File: config.mk
export PLATFORM = sky130hd
export DESIGN_NAME = uart_tx
export DESIGN_NICKNAME = d
export VERILOG_FILES = /design/src/rtl/uart_pkg.sv /design/src/rtl/uart_baud_gen.sv /design/src/rtl/uart_tx.sv
export SDC_FILE = /design/constraint.sdc
export NUM_CORES = 1
export LEC_CHECK = 0
export ABC_CLOCK_PERIOD_IN_PS = 5040
export BUFFER_PORTS_ARGS = -buffer_cell sky130_fd_sc_hd__buf_2
export CORE_UTILIZATION = 50
export CTS_CLUSTER_DIAMETER = 30
export DETAILED_ROUTE_END_ITERATION = 16
export PLACE_DENSITY = 0.75
export REMOVE_ABC_BUFFERS = 1
export SKIP_LAST_GASP = 1
export SLEW_MARGIN = 30
export SYNTH_ARGS = -nofsm -noshare
export SYNTH_HDL_FRONTEND = slang
export SYNTH_SLANG_ARGS = --single-unit
File: constraint.sdc
create_clock -name clk_clk -period 5.04 [get_ports clk_clk]
set_input_delay 0.252 -clock clk_clk [delete_from_list [all_inputs] [get_ports clk_clk]]
set_output_delay 0.252 -clock clk_clk [all_outputs]
set_load 0.03 [all_outputs]
File: src/rtl/uart_pkg.sv
// uart_pkg -- definitions shared by the UART transmit and receive sides.
//
// Contents:
//   uart_state_e       frame state encoding (IDLE, START, DATA, PARITY, STOP)
//   PAR_NONE/EVEN/ODD  parity-mode codes carried in options[1:0]
//   OPT_*              bit positions inside the 8-bit options byte
//   BAUD_CNT_W         width of the per-bit clock counter
//   parity_enabled()   true when the mode code asks for a parity bit
//   parity_bit()       parity bit value for a data byte under a mode code
package uart_pkg;

  typedef enum logic [2:0] {
    IDLE   = 3'd0,
    START  = 3'd1,
    DATA   = 3'd2,
    PARITY = 3'd3,
    STOP   = 3'd4
  } uart_state_e;

  // Mode code 2'b11 is deliberately treated like PAR_NONE.
  localparam logic [1:0] PAR_NONE = 2'b00;
  localparam logic [1:0] PAR_EVEN = 2'b01;
  localparam logic [1:0] PAR_ODD  = 2'b10;

  localparam int OPT_PAR_LSB   = 0;
  localparam int OPT_PAR_MSB   = 1;
  localparam int OPT_STOP2_BIT = 2;

  localparam int BAUD_CNT_W = 16;

  function automatic logic parity_enabled(input logic [1:0] mode);
    return (mode == PAR_EVEN) || (mode == PAR_ODD);
  endfunction

  // Even parity makes the total count of ones even, so it is the plain XOR;
  // odd parity is its inverse.
  function automatic logic parity_bit(input logic [7:0] data, input logic [1:0] mode);
    return (^data) ^ (mode == PAR_ODD);
  endfunction

endpackage

File: src/rtl/uart_baud_gen.sv
// uart_baud_gen -- bit-period timer for the UART.
//
// Ports:
//   clk_i       system clock (rising edge)
//   rst_ni      synchronous active-low reset
//   restart_i   restart the bit period from zero (asserted on byte acceptance)
//   bit_tick_o  high during the last clock of every bit period
//   pre_tick_o  high during the clock before bit_tick_o, so the user can
//               register an output that lines up with the final clock
module uart_baud_gen
  import uart_pkg::*;
#(
  parameter int CLKS_PER_BIT = 434
) (
  input  logic clk_i,
  input  logic rst_ni,
  input  logic restart_i,
  output logic bit_tick_o,
  output logic pre_tick_o
);

  localparam logic [BAUD_CNT_W-1:0] LAST_CNT = BAUD_CNT_W'(CLKS_PER_BIT - 1);
  localparam logic [BAUD_CNT_W-1:0] PRE_CNT  = BAUD_CNT_W'(CLKS_PER_BIT - 2);

  logic [BAUD_CNT_W-1:0] cnt_q;
  logic [BAUD_CNT_W-1:0] cnt_d;

  // Reload to zero at every bit boundary, so the count never drifts or wraps.
  always_comb begin
    cnt_d = cnt_q + 1'b1;
    if (restart_i || (cnt_q == LAST_CNT)) begin
      cnt_d = '0;
    end
  end

  always_ff @(posedge clk_i) begin
    if (!rst_ni) begin
      cnt_q <= '0;
    end else begin
      cnt_q <= cnt_d;
    end
  end

  assign bit_tick_o = (cnt_q == LAST_CNT);
  assign pre_tick_o = (cnt_q == PRE_CNT);

endmodule

File: src/rtl/uart_tx.sv
// uart_tx -- 8-bit UART transmitter with optional parity and 1/2 stop bits.
//
// Ports:
//   clk_clk        system clock (rising edge)
//   reset_reset_n  synchronous active-low reset
//   tx_data        byte to send, captured on acceptance
//   tx_valid       tx_data is offered
//   tx_ready       high only in IDLE; accept happens when valid and ready
//   tx_options     [1:0] parity mode, [2] two stop bits, [7:3] ignored
//   rs232_tx       registered serial line, idle high
//   tx_busy        high while a frame is on the line
//   tx_done        one-clock pulse during the last clock of the last stop bit
//
// Frame: start(0), 8 data bits LSB first, optional parity, 1 or 2 stop bits,
// each bit CLKS_PER_BIT clocks long.
module uart_tx
  import uart_pkg::*;
#(
  parameter int CLKS_PER_BIT = 434
) (
  input  logic       clk_clk,
  input  logic       reset_reset_n,
  input  logic [7:0] tx_data,
  input  logic       tx_valid,
  output logic       tx_ready,
  input  logic [7:0] tx_options,
  output logic       rs232_tx,
  output logic       tx_busy,
  output logic       tx_done
);

  uart_state_e state_q;
  logic [7:0]  shift_q;
  logic [2:0]  bit_idx_q;
  logic        par_en_q;
  logic        par_bit_q;
  logic        two_stop_q;
  logic        stop_cnt_q;
  logic        tx_q;
  logic        ready_q;
  logic        busy_q;
  logic        done_q;

  logic accept;
  logic bit_tick;
  logic pre_tick;
  logic last_stop;
  logic unused_opts;

  assign accept      = tx_valid && ready_q;
  assign last_stop   = !two_stop_q || stop_cnt_q;
  assign unused_opts = ^tx_options[7:3];

  uart_baud_gen #(
    .CLKS_PER_BIT(CLKS_PER_BIT)
  ) u_baud_gen (
    .clk_i      (clk_clk),
    .rst_ni     (reset_reset_n),
    .restart_i  (accept),
    .bit_tick_o (bit_tick),
    .pre_tick_o (pre_tick)
  );

  always_ff @(posedge clk_clk) begin
    if (!reset_reset_n) begin
      state_q    <= IDLE;
      shift_q    <= '0;
      bit_idx_q  <= '0;
      par_en_q   <= 1'b0;
      par_bit_q  <= 1'b0;
      two_stop_q <= 1'b0;
      stop_cnt_q <= 1'b0;
      tx_q       <= 1'b1;
      ready_q    <= 1'b0;
      busy_q     <= 1'b0;
      done_q     <= 1'b0;
    end else begin
      done_q <= 1'b0;
      unique case (state_q)
        IDLE: begin
          tx_q   <= 1'b1;
          busy_q <= 1'b0;
          if (accept) begin
            state_q    <= START;
            tx_q       <= 1'b0;
            ready_q    <= 1'b0;
            busy_q     <= 1'b1;
            shift_q    <= tx_data;
            par_en_q   <= parity_enabled(tx_options[OPT_PAR_MSB:OPT_PAR_LSB]);
            par_bit_q  <= parity_bit(tx_data, tx_options[OPT_PAR_MSB:OPT_PAR_LSB]);
            two_stop_q <= tx_options[OPT_STOP2_BIT];
          end else begin
            ready_q <= 1'b1;
          end
        end

        START: begin
          if (bit_tick) begin
            state_q   <= DATA;
            tx_q      <= shift_q[0];
            shift_q   <= {1'b0, shift_q[7:1]};
            bit_idx_q <= '0;
          end
        end

        DATA: begin
          if (bit_tick) begin
            if (bit_idx_q == 3'd7) begin
              if (par_en_q) begin
                state_q <= PARITY;
                tx_q    <= par_bit_q;
              end else begin
                state_q    <= STOP;
                tx_q       <= 1'b1;
                stop_cnt_q <= 1'b0;
              end
            end else begin
              bit_idx_q <= bit_idx_q + 3'd1;
              tx_q      <= shift_q[0];
              shift_q   <= {1'b0, shift_q[7:1]};
            end
          end
        end

        PARITY: begin
          if (bit_tick) begin
            state_q    <= STOP;
            tx_q       <= 1'b1;
            stop_cnt_q <= 1'b0;
          end
        end

        STOP: begin
          // Registered one clock early so the pulse occupies the final clock
          // of the stop bit, and tx_ready follows on the clock after.
          if (last_stop && pre_tick) begin
            done_q <= 1'b1;
          end
          if (bit_tick) begin
            if (last_stop) begin
              state_q <= IDLE;
              ready_q <= 1'b1;
              busy_q  <= 1'b0;
            end else begin
              stop_cnt_q <= 1'b1;
            end
          end
        end

        default: begin
          state_q <= IDLE;
        end
      endcase
    end
  end

  assign tx_ready = ready_q;
  assign rs232_tx = tx_q;
  assign tx_busy  = busy_q;
  assign tx_done  = done_q;

endmodule

==> impl_results.md <==
- CP arrival: 2.46 ns
- Die Y-Extent: 65.32 um
- Pin count of the biggest net entering global routing: 26
- CP Capture Type: flop
- R2r startpoint: u_baud_gen.cnt_q[0]$_SDFF_PP0_
- WL per Instance: 13.67 um
- DRC: 0
- Power Dens Cells: 326.6 nW/um^2
- Post-Synthesis Cells: 227
- CP Depth: 6
- Clk sinks: 38
- H-tree depth: 2
- Leading area contributor after synthesis: dfxtp_1
- Clock skew: 0.006758 ns
- Cells after DPL: 284
- Mux cell area share after synthesis: 0.03995
- F_max: 446.0 MHz
- Inserted Clock Buffers: 5
- First-pass GRT wire length: 6479 um
- Antenna Diode Count: 0
- Post-CTS Setup Bufs: 0
- Die width: 65.32 um
- Vias in the first global route: 1477
- Status: finished, final reports clean
- Synth Area in Adders: 0.03745
- Asr flop ratio synth: 0
- Main combinational cell family by area after synthesis: simple AND/OR/NAND/NOR gates
- End of the worst register-to-register path: shift_q[3]$_SDFFE_PN0P_
- DR top layer: met4
- Post-DP HPWL: 2781 um
- Gr ovfl total: 0
- Total power: 717.5 uW
- Ranking of synthesized cells by area: dfxtp_1, xnor2_1, nor2_1
- CTS Buffer Depth: 2
- Complex-gate fraction of the synthesized area: 0.1679
- Ports: 23
- Worst setup path endpoint: shift_q[3]$_SDFFE_PN0P_
- Netlist cell types: 46
- Area Growth Syn to Fin: 9.613%
- Vias per cell: 5.541
- Core area: 3744 um^2
- Post-cts sizing count: 0
- Commonest cells in the netlist: dfxtp_1, nor2_1, a21oi_1
- Mapped Area: 2004 um^2
- Crit Path Class: reg2reg
- PortBufs: 17
- Slew Limit Fails: 0
- Post-synthesis sequential area ratio: 0.3795
- All-Layer GR Usage: 0.1995
- Ys Warns: 0
- Skew-Pair Late Insertion Delay: 0.29 ns
- Final cell count without fillers: 292
- Max-slew headroom: 0.5439
- Via count: 1618
- Buf/Inv on CP: 0
- Peak supply drop: 0.1352 mV
- CP Max Fanout: 16
- Tmin final: 2.242 ns
- Main synth FF type: dfxtp_1
- Yosys top cell area share: 0.3795
- M1 WL: 1983 um
- Met2 WL: 1776 um
- Initial Utilization: 0.5354
- Most common cell in the netlist: dfxtp_1
- Path category of the worst min-delay check: in2reg
- Synth Area per Inst: 8.830 um^2
- Met3 wire len: 162 um
- # rows: 22
- Synthesized flop and latch total: 38
- Initial antenna violation count: 0
- WL final: 3993 um
- Setup-failing EPs final: 0
- Leakage power: 0.8225 nW
- RSZ-0062 raised after global routing: false
- Hold Vio Cnt, Final: 0
- TritonCTS clock tree: done
- Worst-path cell chain: ha_1, nor3b_1, nand4_4, o31ai_4, o21ai_0, a21oi_1
- R2R Setup Slk: 2.80 ns
- Fin Setup TNS: 0 ns
- XOR/XNOR Fraction of Synth Area: 0.08989
- Nets@finish: 268
- Post-Synth Simple-Gate Area: 0.2447
- Post-synth EDFFs: 0
- Max-cap violation count: 0
- Drt pass-1 iters: 4
- Worst-Margin Slew: 0.6832 ns
- Top delay family on crit path: compound AO/OA/AOI/OAI gates
- Final period util: 0.4449
- CTS Root Cell: clkbuf_8
- Slowest cell on the critical path: o31ai_4
- Cts hold-fix bufs: 0
- FF-to-FF path depth: 6
- Max incr delay on CP: 0.61 ns
- Start point of the critical path: u_baud_gen.cnt_q[0]$_SDFF_PP0_
- Critical path launch point type: flop
- Required @ worst endpoint: 5.26 ns
- DRT iter0 DRCs: 73
- GP Congestion: 0.7867
- Area of the die: 4266 um^2
- Clock Pin Slew Worst Setup and Hold Paths: 0.07 ns
- Layout cell share with drive strength beyond 1: 0.1393
- ANT nets after route: 0
-- cells in the final DEF (no fill, tap or decap), types with 2 or more instances in the layout --
cell and count:
a21boi_0 2, a21oi_1 17, and3_1 3, o22ai_1 2, nand3_1 6, buf_2 17, nor2_1 25, xnor2_1 12
nor2b_1 4, dfxtp_1 38, nor3b_1 2, nand2_1 16, a31oi_1 2, o21a_1 4, clkbuf_8 6, or3_1 3
inv_1 10, xor2_1 6, nand4_1 4, nand2b_1 4, o211a_1 2, o21ai_0 13, nor3_1 8, a21oi_2 2
and4_1 3, mux2i_1 8, ha_1 6
-- cell type report --
class / instances / area (um^2)
multi-input combinational: 171 / 1162
sequential: 38 / 760.7
clock buffer: 7 / 86.33
tap: 48 / 60.06
timing repair buffer: 17 / 85.08
clock inverter: 1 / 5.005
inverter: 10 / 37.54
fill: 344 / 1546
-- metrics by stage --
stage | setup slack, ns | util | hold slack [ns] | cell area (um^2)
finish | 2.798 | 0.5869 | 0.2151 | 2197
global route | 2.497 | 0.5869 | 0.2382 | 2197
CTS | 2.801 | 0.5869 | 0.2075 | 2197
detailed placement | 2.825 | 0.5625 | 0.4600 | 2106
global placement | 2.952 | 0.5625 | 0.4466 | 2106
floorplan | 3.191 | - | 0.3433 | 1961
-- layer usage --
layer  track usage  vias to the layer above
met5             0                        -
met4       0.08424                        0
met3       0.05382                        8
met2        0.3093                       27
met1        0.2591                      749
li1              -                      834
-- worst min-delay path: stages --
cell and delay, ns:
buf_2 0.09, nand2_1 0.05, a21boi_0 0.06
-- report_power, final --
group | total, mW | switching (mW) | internal, mW
registers | 0.342 | 0.0203 | 0.322
clock network | 0.217 | 0.107 | 0.110
logic | 0.158 | 0.0927 | 0.0656
-- cell families after synthesis --
kind of cell | Yosys count
and+or+nand+nor | 86
AOI/OAI and AO/OA | 52
DFF | 38
xor gates and xnor gates | 19
buffers and inverters | 18
muxes | 8
adders and majority gates | 6
-- sequential cells by signal, summed over array words and instances (netlist names), 3 cells and up --
signal            flops
u_baud_gen.cnt_q     16
shift_q               8
bit_idx_q             3
state_q               3
-- worst min-delay path by stage --
stage,cells past startpoint,startpoint,slack [ns],to
2_1_floorplan,1,reset_reset_n,0.34,rs232_tx$_SDFFE_PN1P_
3_3_place_gp,2,shift_q[7]$_SDFFE_PN0P_,0.45,shift_q[7]$_SDFFE_PN0P_
3_5_place_dp,2,shift_q[7]$_SDFFE_PN0P_,0.46,shift_q[7]$_SDFFE_PN0P_
4_1_cts,3,tx_options[2],0.21,two_stop_q$_SDFFE_PN0P_
5_1_grt,3,tx_options[2],0.24,two_stop_q$_SDFFE_PN0P_
6_report,3,tx_options[2],0.22,two_stop_q$_SDFFE_PN0P_
No activity file was read; power rests on OpenSTA's default activity.
